[config.mk]
export PLATFORM = sky130hd
export DESIGN_NAME = rr_arbiter3
export DESIGN_NICKNAME = d
export VERILOG_FILES = /design/src/rtl/arb_pkg.sv /design/src/rtl/rr_pick3.sv /design/src/rtl/rr_arbiter3.sv
export SDC_FILE = /design/constraint.sdc
export NUM_CORES = 1
export LEC_CHECK = 0
export BUFFER_PORTS_ARGS = -buffer_cell sky130_fd_sc_hd__clkbuf_2
export CAP_MARGIN = 20
export CORE_AREA = 2 2 39 41
export CTS_CLUSTER_DIAMETER = 80
export DETAILED_ROUTE_END_ITERATION = 10
export DIE_AREA = 0 0 41 43
export SYNTH_ARGS = -nofsm -noshare
export SYNTH_HDL_FRONTEND = slang
export SYNTH_SLANG_ARGS = --single-unit
[constraint.sdc]
create_clock -name clk -period 1.7 [get_ports clk]
set_input_delay 0 -clock clk [delete_from_list [all_inputs] [get_ports clk]]
set_output_delay 0 -clock clk [all_outputs]
set_load 0.005 [all_outputs]
[src/rtl/arb_pkg.sv]
// Shared definitions for the three-requester round-robin arbiter family.
//   arb_state_t : arbiter FSM encoding (IDLE, GRANT, GAP)
//   REQ_*       : fixed requester indices (UART debug, instruction fetch, data cache)
//   rr_next     : mod-3 successor of a requester index
package arb_pkg;

    typedef enum logic [1:0] {
        IDLE  = 2'd0,
        GRANT = 2'd1,
        GAP   = 2'd2
    } arb_state_t;

    localparam logic [1:0] REQ_UART   = 2'd0;
    localparam logic [1:0] REQ_IFETCH = 2'd1;
    localparam logic [1:0] REQ_DCACHE = 2'd2;

    // Index 3 is not a legal requester; folding it onto 0 keeps every
    // derived index inside [0,2] so it can safely index a 3-bit vector.
    function automatic logic [1:0] rr_next(input logic [1:0] idx);
        return (idx >= 2'd2) ? 2'd0 : idx + 2'd1;
    endfunction

endpackage

[src/rtl/rr_pick3.sv]
// Combinational round-robin picker for three requesters.
// Ports:
//   req    [2:0] in  : request vector
//   last   [1:0] in  : index of the previous winner
//   win    [2:0] out : one-hot winner (all zero when no request)
//   win_id [1:0] out : index of the winner (0 when no request)
// Search order is last+1, last+2, last (mod 3).
module rr_pick3
    import arb_pkg::*;
(
    input  logic [2:0] req,
    input  logic [1:0] last,
    output logic [2:0] win,
    output logic [1:0] win_id
);

    logic [1:0] cand [3];

    always_comb begin
        cand[0] = rr_next(last);
        cand[1] = rr_next(cand[0]);
        cand[2] = rr_next(cand[1]);
    end

    always_comb begin
        win_id = 2'd0;
        win    = 3'b000;
        // Walk from lowest to highest priority so the last hit is the winner.
        for (int i = 2; i >= 0; i--) begin
            if (req[cand[i]]) begin
                win_id = cand[i];
            end
        end
        if (|req) begin
            win = 3'b001 << win_id;
        end
    end

endmodule

[src/rtl/rr_arbiter3.sv]
// Three-requester round-robin arbiter with hold-until-finish grants and a
// grant watchdog. All outputs are registered.
// Parameters:
//   TIMEOUT : watchdog limit in grant cycles, 0 disables the watchdog
//   TO_W    : watchdog counter width (TIMEOUT < 2**TO_W)
// Ports:
//   clk, rst_n           : clock, asynchronous active-low reset
//   req0/req1/req2  in   : requests, held until the matching grant is seen
//   finish          in   : one-cycle completion pulse from the channel manager
//   clr_err         in   : clears to_sticky
//   gnt0/gnt1/gnt2  out  : grants, at most one high
//   sel[2:0]        out  : one-hot channel owner, keeps last winner after release
//   busy            out  : grant outstanding
//   timeout         out  : one-cycle pulse on watchdog release
//   to_sticky       out  : latched timeout flag
//   to_id[1:0]      out  : requester released by the last timeout
module rr_arbiter3
    import arb_pkg::*;
#(
    parameter int TIMEOUT = 0,
    parameter int TO_W    = 16
) (
    input  logic       clk,
    input  logic       rst_n,
    input  logic       req0,
    input  logic       req1,
    input  logic       req2,
    input  logic       finish,
    input  logic       clr_err,
    output logic       gnt0,
    output logic       gnt1,
    output logic       gnt2,
    output logic [2:0] sel,
    output logic       busy,
    output logic       timeout,
    output logic       to_sticky,
    output logic [1:0] to_id
);

    localparam logic [TO_W-1:0] TO_LIM = (TIMEOUT > 0) ? TO_W'(TIMEOUT - 1) : '0;
    localparam logic [TO_W-1:0] TO_ONE = TO_W'(1);

    arb_state_t      state_q, state_d;
    logic [1:0]      last_q, last_d;
    logic [2:0]      gnt_q, gnt_d;
    logic [2:0]      sel_q, sel_d;
    logic            busy_q, busy_d;
    logic [TO_W-1:0] cnt_q, cnt_d;
    logic            timeout_q, timeout_d;
    logic            sticky_q, sticky_d;
    logic [1:0]      to_id_q, to_id_d;

    logic [2:0]      req_vec;
    logic [2:0]      win;
    logic [1:0]      win_id;
    logic            wd_hit;

    assign req_vec = {req2, req1, req0};

    rr_pick3 u_pick (
        .req    (req_vec),
        .last   (last_q),
        .win    (win),
        .win_id (win_id)
    );

    // Counter value TIMEOUT-1 marks the last allowed grant cycle.
    assign wd_hit = (TIMEOUT != 0) && (cnt_q == TO_LIM);

    always_comb begin
        state_d   = state_q;
        last_d    = last_q;
        gnt_d     = gnt_q;
        sel_d     = sel_q;
        busy_d    = busy_q;
        cnt_d     = cnt_q;
        timeout_d = 1'b0;
        to_id_d   = to_id_q;
        // A timeout raised below overrides this clear.
        sticky_d  = sticky_q & ~clr_err;

        unique case (state_q)
            IDLE: begin
                if (|req_vec) begin
                    state_d = GRANT;
                    gnt_d   = win;
                    sel_d   = win;
                    busy_d  = 1'b1;
                    last_d  = win_id;
                    cnt_d   = '0;
                end
            end
            GRANT: begin
                if (finish || wd_hit) begin
                    state_d = GAP;
                    gnt_d   = 3'b000;
                    busy_d  = 1'b0;
                    // finish wins a tie with expiry: no timeout reported.
                    if (!finish) begin
                        timeout_d = 1'b1;
                        sticky_d  = 1'b1;
                        to_id_d   = last_q;
                    end
                end else if (TIMEOUT != 0) begin
                    cnt_d = cnt_q + TO_ONE;
                end
            end
            GAP: begin
                // One dead cycle lets the released requester drop its req.
                state_d = IDLE;
            end
            default: begin
                state_d = IDLE;
                gnt_d   = 3'b000;
                busy_d  = 1'b0;
            end
        endcase
    end

    always_ff @(posedge clk or negedge rst_n) begin
        if (!rst_n) begin
            state_q   <= IDLE;
            last_q    <= REQ_DCACHE;
            gnt_q     <= 3'b000;
            sel_q     <= 3'b000;
            busy_q    <= 1'b0;
            cnt_q     <= '0;
            timeout_q <= 1'b0;
            sticky_q  <= 1'b0;
            to_id_q   <= 2'd0;
        end else begin
            state_q   <= state_d;
            last_q    <= last_d;
            gnt_q     <= gnt_d;
            sel_q     <= sel_d;
            busy_q    <= busy_d;
            cnt_q     <= cnt_d;
            timeout_q <= timeout_d;
            sticky_q  <= sticky_d;
            to_id_q   <= to_id_d;
        end
    end

    assign gnt0      = gnt_q[REQ_UART];
    assign gnt1      = gnt_q[REQ_IFETCH];
    assign gnt2      = gnt_q[REQ_DCACHE];
    assign sel       = sel_q;
    assign busy      = busy_q;
    assign timeout   = timeout_q;
    assign to_sticky = sticky_q;
    assign to_id     = to_id_q;

endmodule

==> Yosys cells after proc, flatten, opt, wreduce, memory -nomap -nowiden <==
Cells that the tools add are included.
{ "classes": {"shifts": 1, "n_addsub": 3, "order_cmp": 6, "n_reduce_logical": 5, "mux": 21, "bitwise": 3, "eq_ne": 4} }
{ "op_table": {"columns": ["operator", "n"], "rows": [
  ["$mux W2", 8],
  ["$lt A2 B3 Y1 const B", 3],
  ["$pmux W3 S3", 1],
  ["$add A2 B1 Y2 const B", 3],
  ["$bmux W1 S2", 3],
  ["$ge A2 B2 Y1 const B", 3],
  ["$mux W3", 2],
  ["$mux W1", 5],
  ["$ne A2 B2 Y1 const B", 2],
  ["$pmux W2 S2", 1],
  ["$reduce_and A2 Y1", 2],
  ["$pmux W1 S3", 1],
  ["$reduce_and A3 Y1", 1],
  ["$reduce_or A3 Y1", 1],
  ["$shl A1 B2 Y3 const A", 1],
  ["$eq A2 B1 Y1 const B", 1],
  ["$eq A2 B2 Y1 const B", 1],
  ["$logic_not A2 Y1", 1],
  ["$not A1 Y1", 2],
  ["$and A1 B1 Y1", 1]
]} }
{ "totals": {"inputBits": 7, "elab_cells": 49, "output_inout_bits": 11, "register_bits": 12} }

==> Logic depth before layout (Yosys ltp) <==
Gate-level depths: netlist of the first run.
{ "depth": {"ltp_word": 14, "mapped_depth": 5, "ltp_nobuf": 4} }

==> Cells and area by module <==
A second synthesis of the first run with hierarchy kept.
{ "hier_totals": {"hier_cells": 46, "area_unflattened_um2": 571.8} }
{ "modules_own_cells": {"columns": ["mod", "seq_area_each_um2", "area_each_um2", "cells_each", "n_inst"], "rows": [
  ["rr_arbiter3", 301.5, 503.0, 36, 1],
  ["rr_pick3", 0.0, 68.8, 10, 1]
]} }

==> Least setup slack after synthesis of the first run <==
OpenSTA, ideal clock, no wires.
{ "synth_path": {"path_kind": "register to register", "from": "reg state_q[1]", "to": "reg gnt_q[0]", "required_time_ns": 1.578, "path_stages_with_launch": 4, "path_slack_ns": 0.464, "path_buffers": 1, "arrival_time_ns": 1.115, "synth_period_minus_slack_ns": 1.236, "setup_time_ns": 0.122, "cell_sequence": "dfrtp_1 > or3_1 > buf_6 > a32o_1"} }
{ "synth_between": {"elab_chain_len": 3, "elab_cells_between_ends": 8, "cone_classes": "4 x eq/ne; 1 x mux; 1 x bitwise; 2 x reduce/logical"} }
{ "synth_rtl": {"columns": ["element", "line", "text"], "rows": [
  ["from (decl)", "rr_arbiter3.sv:43", "arb_state_t state_q, state_d;"],
  ["from (signal assigned)", "rr_arbiter3.sv:132", "state_q <= state_d;"],
  ["$eq A2 B1 Y1 (tied with other cells)", "rr_arbiter3.sv:82", "unique case (state_q)"],
  ["$ne A2 B2 Y1 (no line) / $not A1 Y1 (equally long branches)", null, null],
  ["$reduce_and A3 Y1 (no line)", null, null],
  ["to (signal assigned)", "rr_arbiter3.sv:134", "gnt_q <= gnt_d;"],
  ["to (decl)", "rr_arbiter3.sv:45", "logic [2:0] gnt_q, gnt_d;"]
]} }
Parallel ways exist; a longest one is shown, timed or not.
A chain may end at the register's enable or synchronous reset.

==> Worst setup path in the final report of the first run <==
Same ends and word-level chain as after synthesis.

==> impl_metrics.toml, run 1 <==
[run]
drv_cap = 0

[clocking]
cts_tree = "built"
clk_latency_ns = 0.26
cts-root-buf = "clkbuf_4"
clkSinkCount = 12
htree_levels = 1
clockBufferDepth = 2
cts_made_buffers = 3
clk_pin_slew_ns = 0.07

[route]
via_per_inst = 4.58
first_pass_iters = 4
drcViolationCount = 0
postRouteAntennaNets = 0
wl_um = 899
drtIter0Drc = 5
vias = 389
wire_per_inst_um = 10.6

[logic_synthesis]
synth_area_um2 = 518
synth-seq-cells = 12
synth_xor_area_share_pct = 0
netlist_top_cells_area = "dfrtp_1 53%, nand2_1 8.7%, dfstp_2 5.1%, buf_4 4.3%, nor2b_1 3.6%"
synth-simple-area-share_pct = 23.2
synth_most_common_cell = "nand2_1"
synth_top_area_share_pct = 53.1
synthMuxAreaShare_pct = 0
synth-compound-area-share_pct = 10.6
synth-main-ff-cell = "dfrtp_1"
yosysSeqAreaShare_pct = 58.2
synthTopCellsByCount = "12 x nand2_1, 11 x dfrtp_1, 3 x buf_4, 3 x nor2b_1"
synthAdderAreaFrac_pct = 0
yosysUniqueCellTypes = 22
ys_async_sr_fraction_pct = 100
synth-warning-count = 0
synth_top_area_cell = "dfrtp_1"
postSynthCellCount = 50
synth-edff-count = 0
avgSynthCellArea_um2 = 10.4
synth_top_family_by_area = "simple AND/OR/NAND/NOR gates"

[finish]
layout.cells.non_filler = 85
area_growth_pct = 25.1
design_area_um2 = 648
fillers = 142
antennaDiodeCount = 0
nets = 77
drive_gt1_share_pct = 29.0

[floorplan]
rows = 14
coreArea_um2 = 1380
dieArea_um2 = 1760
start_util_pct = 37.4
ioPinCount = 18
die_w_um = 41
fp.dieH_um = 43

[worst_setup_path]
r2r_cells = 2
worst-path-max-fanout = 10
crit_start = "state_q[1]$_DFFE_PN0P_"
worst-endpoint-arrival_ns = 1.51
startpoint_type = "register"
worstPathRequired_ns = 1.86
crit_type = "reg -> reg"
crit_path_end_kind = "register"
r2r_start = "state_q[1]$_DFFE_PN0P_"

[pwr]
comb_power_share_pct = 32.7
power_switching_share_pct = 32.7
switching_power_uw = 334
seqPwrFrac_pct = 45.9
leakage_uw = 0.000348
p_clk_share_pct = 21.4
power.internal_uw = 687
powerDensity_nw_per_um2 = 1570
vdd_drop_max_uv = 748

[run_status]
outcome = "complete, no violations"

[placed_design]
post-dp-hpwl_um = 664
portBuffers = 14
postPlaceCellArea_um2 = 582
gp_congestion = 0.674
dpl.cell_count = 78

[global_route]
antenna_found_initial = 0
grt_pass1_wl_um = 1410
grt_pass1_vias = 337
grt_max_degree = 13
gr-usage-all-layers_pct = 12.5
grt_overflow = 0

[sta]
finalCriticalPeriod_ns = 1.36
setup_viol = 0
fin_worst_skew_ns = 0.00120
setup_tns_ns = 0
finalHoldViolations = 0
period_share_pct = 79.7
timing.hold.ws_ns = 0.0686
max_freq_mhz = 738
timing.final.max_slew_violations = 0
rsz0062_at_grt = "no"

[worst_hold_path]
hold_path_class = "in -> reg"
min_from = "req1"
holdPathStages = 3
-- cell families after synthesis --
| family | count (synthesis) |
|---|---|
| other | 1 |
| and+or+nand+nor | 24 |
| DFF | 12 |
| AOI/OAI and AO/OA | 8 |
| buffers and inverters | 5 |
-- area by class of cell --
cell class | instances | area [um^2] | area share, %
clock buffers | 4 | 36.3 | 5.60
inverters | 1 | 3.75 | 0.579
multi-input cells | 35 | 186 | 28.8
flip-flops and latches | 12 | 302 | 46.5
well taps | 16 | 20.0 | 3.09
repair buffers | 17 | 100 | 15.4
-- worst paths after layout --
kind | to | slack, ns
min | sel[0]$_DFFE_PN0P_ | 0.07
max in group asynchronous | last_q[1]$_DFFE_PN1P_ | 1.28
max reg2reg | gnt_q[0]$_DFFE_PN0P_ | 0.34
min in group asynchronous | gnt_q[2]$_DFFE_PN0P_ | 0.14
min reg2reg | busy$_DFFE_PN0P_ | 0.49
max | gnt_q[0]$_DFFE_PN0P_ | 0.34
-- worst max-delay path, cell delays in order (launching register included) --
cell     delay, ns
dfrtp_1       0.40
or3_1         0.54
a32o_1        0.30
-- power by group through the flow --
stage | registers (uW) | logic [uW] | clock network, uW
2_1_floorplan | 469 | 241 | 0
3_3_place_gp | 471 | 334 | 0
3_5_place_dp | 474 | 334 | 0
4_1_cts | 468 | 342 | 231
5_1_grt | 484 | 387 | 241
6_report | 469 | 333 | 218
-- per-layer routing --
metal	vias up	part of all wire (%)	track usage, %
met1	176	49	18.3
met2	14	45	15.9
met3	0	5.7	4.71
met5	-	0	0
met4	0	0	6.00
li1	199	-	-
-- flip-flops by register name, indices dropped and copies added (netlist names) --
register,count
last_q,2
busy,1
gnt_q,3
state_q,2
to_sticky,1
sel,3
-- what timing repair did --
action                    in CTS  in global routing
hold buffers                   3                  0
buffers inserted               0                  0
hold endpoints to repair      15                  0
gates resized for setup        0                  0
-- layout by cell type, fill, tap and decap left out, types with 2 or more instances in the layout --
cell           synthesis  routed
clkbuf_2               0      14
nand2_1               12      12
dfrtp_1               11      11
nor2b_1                3       3
conb_1                 1       3
clkbuf_4               0       3
dlygate4sd3_1          0       3
nor3_1                 2       2
o21ai_0                2       2
nand3_1                2       2
-- through the flow --
stage	util (%)	total power [uW]	setup WS (ns)
3_5_place_dp	42.0	808	0.357
6_report	46.8	1020	0.345
5_1_grt	46.8	1110	0.282
4_1_cts	46.8	1040	0.340
3_3_place_gp	42.0	805	0.373
2_1_floorplan	-	710	0.464
No activity file was read; power rests on OpenSTA's default activity.
==> run 2, diff against run 1 <==
clock period = 1.27 ns   (was 1.7 ns; I/O delays follow)
==> impl_metrics.toml, run 2 (synthesis results as in run 1) <==
[run_status]
outcome = "complete, no violations"

[placed_design]
dpl.cell_count = 84
dp_slack_ns = 0.0155
gp_congestion = 0.713
post-dp-hpwl_um = 772
portBuffers = 14

[sta]
timing.hold.ws_ns = 0.0886
finalHoldViolations = 0
max_freq_mhz = 804
setup_viol = 0
finalCriticalPeriod_ns = 1.24
fin_worst_skew_ns = 0.00677
timing.final.max_slew_violations = 0
rsz0062_at_grt = "yes"
setup_tns_ns = 0
period_share_pct = 97.9
setup_slack_ns = 0.0265

[finish]
layout.cells.non_filler = 91
fillers = 138
finish.utilization_pct = 50.3
antennaDiodeCount = 0
area_growth_pct = 34.3
layout_commonest_cell = "clkbuf_2"
layout_common_cells = "14 x clkbuf_2, 12 x nand2_1, 11 x dfrtp_1"
drive_gt1_share_pct = 36.0
nets = 83

[clocking]
cts_made_buffers = 3
clockBufferDepth = 2
cts_tree = "built"
htree_levels = 1
clk_pin_slew_ns = 0.07
clk_latency_ns = 0.27
cts-root-buf = "clkbuf_4"
clkSinkCount = 12

[global_route]
antenna_found_initial = 0
grt_pass1_vias = 386
grt_pass1_wl_um = 1500
grt_overflow = 0
gr-usage-all-layers_pct = 12.7
grt_max_degree = 13

[pwr]
leakage_uw = 0.000373
switching_power_uw = 485
vdd_drop_max_uv = 1260
powerDensity_nw_per_um2 = 2130
power_switching_share_pct = 32.8
power.internal_uw = 995
comb_power_share_pct = 42.0
seqPwrFrac_pct = 41.8
p_clk_share_pct = 16.2

[route]
via_per_inst = 4.53
drtIter0Drc = 4
wl_um = 982
first_pass_iters = 3
drcViolationCount = 0
postRouteAntennaNets = 0
vias = 412
wire_per_inst_um = 10.8

[worst_setup_path]
cpMaxStageDelayCell = "dfstp_2"
startpoint_type = "register"
critPathMaxStageDelay_ns = 0.57
crit_cells = 4
worst-path-max-fanout = 5
crit_type = "reg -> reg"
crit_path_end_kind = "register"
worst-endpoint-arrival_ns = 1.45
crit_buf_inv = 0
path_cells = "nor2b_1 -> o21a_1 -> nand4b_1 -> nand2_1"
path_delay_family = "flip-flops"
r2r_cells = 4
worstPathRequired_ns = 1.48

[floorplan]
coreArea_um2 = 1380
rows = 14
fp.dieH_um = 43
start_util_pct = 37.4
dieArea_um2 = 1760
ioPinCount = 18
die_w_um = 41

[run]
drv_cap = 0

[worst_hold_path]
holdPathStages = 3
hold_path_class = "in -> reg"
==> run 2: cell types whose count changed in the layout (fill, tap and decap cells not counted), sizes merged <==
cell and change:
buf +6
==> run 2: metrics by stage <==
stage	power, uW	instance area [um^2]
after floorplan	951	526
after global placement	1200	627
after detailed placement	1220	627
after CTS	1490	688
after global routing	1600	696
final	1480	696
==> run 2: routing by layer <==
layer	track usage (%)	wire [um]	part of all wire (%)	vias up
met5	0	0	0	-
met2	17.5	474	48	10
met3	4.71	39	4.0	0
li1	-	-	-	213
met4	6.00	0	0	0
met1	17.1	468	48	189
==> run 2: area by class of cell <==
class	count	area, um^2	share of cell area, %
clock buffers	4	26.3	3.78
inverters	1	3.75	0.540
multi-input cells	35	195	28.1
flip-flops and latches	12	302	43.3
well taps	16	20.0	2.88
repair buffers	23	149	21.4
==> run 2: final timing paths <==
check                                      start                     to  slack [ns]
min reg2reg                     busy$_DFFE_PN0P_       busy$_DFFE_PN0P_        0.48
max reg2reg                last_q[1]$_DFFE_PN1P_  last_q[0]$_DFFE_PN0P_        0.03
min in group asynchronous                  rst_n   gnt_q[2]$_DFFE_PN0P_        0.15
max                        last_q[1]$_DFFE_PN1P_  last_q[0]$_DFFE_PN0P_        0.03
max in group asynchronous                  rst_n  last_q[1]$_DFFE_PN1P_        0.84
min                                         req1     sel[0]$_DFFE_PN0P_        0.09
==> run 2: worst register-to-register path: stages, from the launching register on <==
cell and delay (ns):
dfstp_2 0.57, nor2b_1 0.06, o21a_1 0.22, nand4b_1 0.23
nand2_1 0.11
==> run 2: what timing repair did <==
item / 4_1_cts / 5_1_grt
resized for setup: 1 / 2
endpoints found under the hold margin: 15 / 0
endpoints found under the setup margin: 2 / 5
pin swaps: 0 / 4
hold buffers: 3 / 0
gates cloned: 0 / 0
setup buffers: 0 / 0
==> run 2: power by group through the flow <==
stage	clock, uW	sequential, uW	combinational, uW
after floorplan	0	628	323
after global placement	0	621	584
after CTS	252	617	618
after global routing	271	631	700
after detailed placement	0	624	592
final	239	618	622
==> run 3, diff against run 2 <==
BUFFER_PORTS_ARGS = -buffer_cell sky130_fd_sc_hd__buf_4   (was -buffer_cell sky130_fd_sc_hd__clkbuf_2)
SLEW_MARGIN = 5   (was default)
==> impl_metrics.toml, run 3 (synthesis results as in run 1) <==
[clocking]
htree_levels = 1
clk_latency_ns = 0.27
clockBufferDepth = 2
cts_tree = "built"
clkSinkCount = 12
cts-root-buf = "clkbuf_4"
clk_pin_slew_ns = 0.08
cts_made_buffers = 3

[finish]
drive_gt1_share_pct = 37.8
nets = 82
layout_common_cells = "18 x buf_4, 12 x nand2_1, 11 x dfrtp_1"
finish.utilization_pct = 53.3
layout_commonest_cell = "buf_4"
area_growth_pct = 42.5
antennaDiodeCount = 0

[sta]
finalCriticalPeriod_ns = 1.23
timing.final.max_slew_violations = 0
setup_slack_ns = 0.0370
timing.hold.ws_ns = 0.0827
finalHoldViolations = 0
period_share_pct = 97.1
setup_tns_ns = 0
fin_worst_skew_ns = 0.00260
max_freq_mhz = 811
setup_viol = 0
rsz0062_at_grt = "yes"

[worst_setup_path]
crit_path_end_kind = "register"
worstPathRequired_ns = 1.48
crit_type = "reg -> reg"
startpoint_type = "register"
worst-endpoint-arrival_ns = 1.44
worst-path-max-fanout = 5

[placed_design]
dp_slack_ns = 0.00889
portBuffers = 14
post-dp-hpwl_um = 741
gp_congestion = 0.713

[pwr]
p_clk_share_pct = 19.0
vdd_drop_max_uv = 1190
seqPwrFrac_pct = 39.1
power_switching_share_pct = 31.5
leakage_uw = 0.000385
powerDensity_nw_per_um2 = 2150
switching_power_uw = 500
power.internal_uw = 1090
total_power_uw = 1590
comb_power_share_pct = 41.9

[global_route]
grt_pass1_vias = 372
grt_pass1_wl_um = 1500
antenna_found_initial = 0
grt_overflow = 0
grt_max_degree = 13
gr-usage-all-layers_pct = 13.3

[route]
postRouteAntennaNets = 0
wire_per_inst_um = 11.0
first_pass_iters = 3
via_per_inst = 4.48
wl_um = 986
drcViolationCount = 0
vias = 403
drtIter0Drc = 4

[floorplan]
ioPinCount = 18
die_w_um = 41
start_util_pct = 37.4
coreArea_um2 = 1380
fp.dieH_um = 43
dieArea_um2 = 1760
rows = 14

[run_status]
outcome = "complete, no violations"

[worst_hold_path]
hold_path_class = "in -> reg"

[run]
drv_cap = 0
-- run 3: changes by cell type in the layout (fill, tap and decap cells not counted) --
| cell | delta |
|---|---|
| nor3_2 | +1 |
| clkbuf_1 | -1 |
| clkbuf_2 | -14 |
| nor3_1 | -1 |
| clkbuf_8 | +1 |
| buf_4 | +13 |
-- run 3: worst paths after layout --
path,slack [ns],to,cells past startpoint,from
max,0.04,gnt_q[1]$_DFFE_PN0P_,4,last_q[1]$_DFFE_PN1P_
min,0.08,sel[0]$_DFFE_PN0P_,3,req1
max reg2reg,0.04,gnt_q[1]$_DFFE_PN0P_,4,last_q[1]$_DFFE_PN1P_
min reg2reg,0.48,sel[1]$_DFFE_PN0P_,2,sel[1]$_DFFE_PN0P_
max in group asynchronous,0.95,last_q[1]$_DFFE_PN1P_,2,rst_n
min in group asynchronous,0.09,state_q[1]$_DFFE_PN0P_,2,rst_n
-- run 3: routing by layer --
layer | wire length (um) | track usage (%)
met3 | 49 | 4.71
met2 | 466 | 18.1
met1 | 470 | 17.3
met5 | 0 | 0
met4 | 0 | 8.00
-- run 3: final cells by class --
| class | count | area [um^2] |
|---|---|---|
| flip-flops and latches | 12 | 302 |
| clock buffers | 4 | 36.3 |
| repair buffers | 22 | 176 |
| inverters | 1 | 3.75 |
| well taps | 16 | 20.0 |
| multi-input cells | 35 | 200 |
| fillers | 129 | 646 |
-- run 3: what timing repair did --
action                                  CTS  global route
endpoints found under the setup margin    2             7
resized for setup                         1             3
endpoints found under the hold margin    15             0
buffers inserted                          0             0
pin swaps                                 0             1
hold buffers                              3             0
gates cloned                              0             0
-- run 3: worst max-delay path, stage by stage, from the launching register on --
cell and delay (ns):
dfstp_2 0.58, nor2b_1 0.05, o21a_1 0.22, nand4b_1 0.23
nand2_1 0.09
-- run 3: through the flow --
stage	std cells	instance area (um^2)
floorplan	52	526
global placement	83	654
detailed placement	83	654
CTS	90	726
global route	90	738
finish	90	738
-- run 3: power by group through the flow --
stage	clock network, uW	logic, uW	registers (uW)
2_1_floorplan	0	323	628
3_3_place_gp	0	611	623
3_5_place_dp	0	618	624
4_1_cts	310	645	619
5_1_grt	328	724	635
6_report	301	665	621
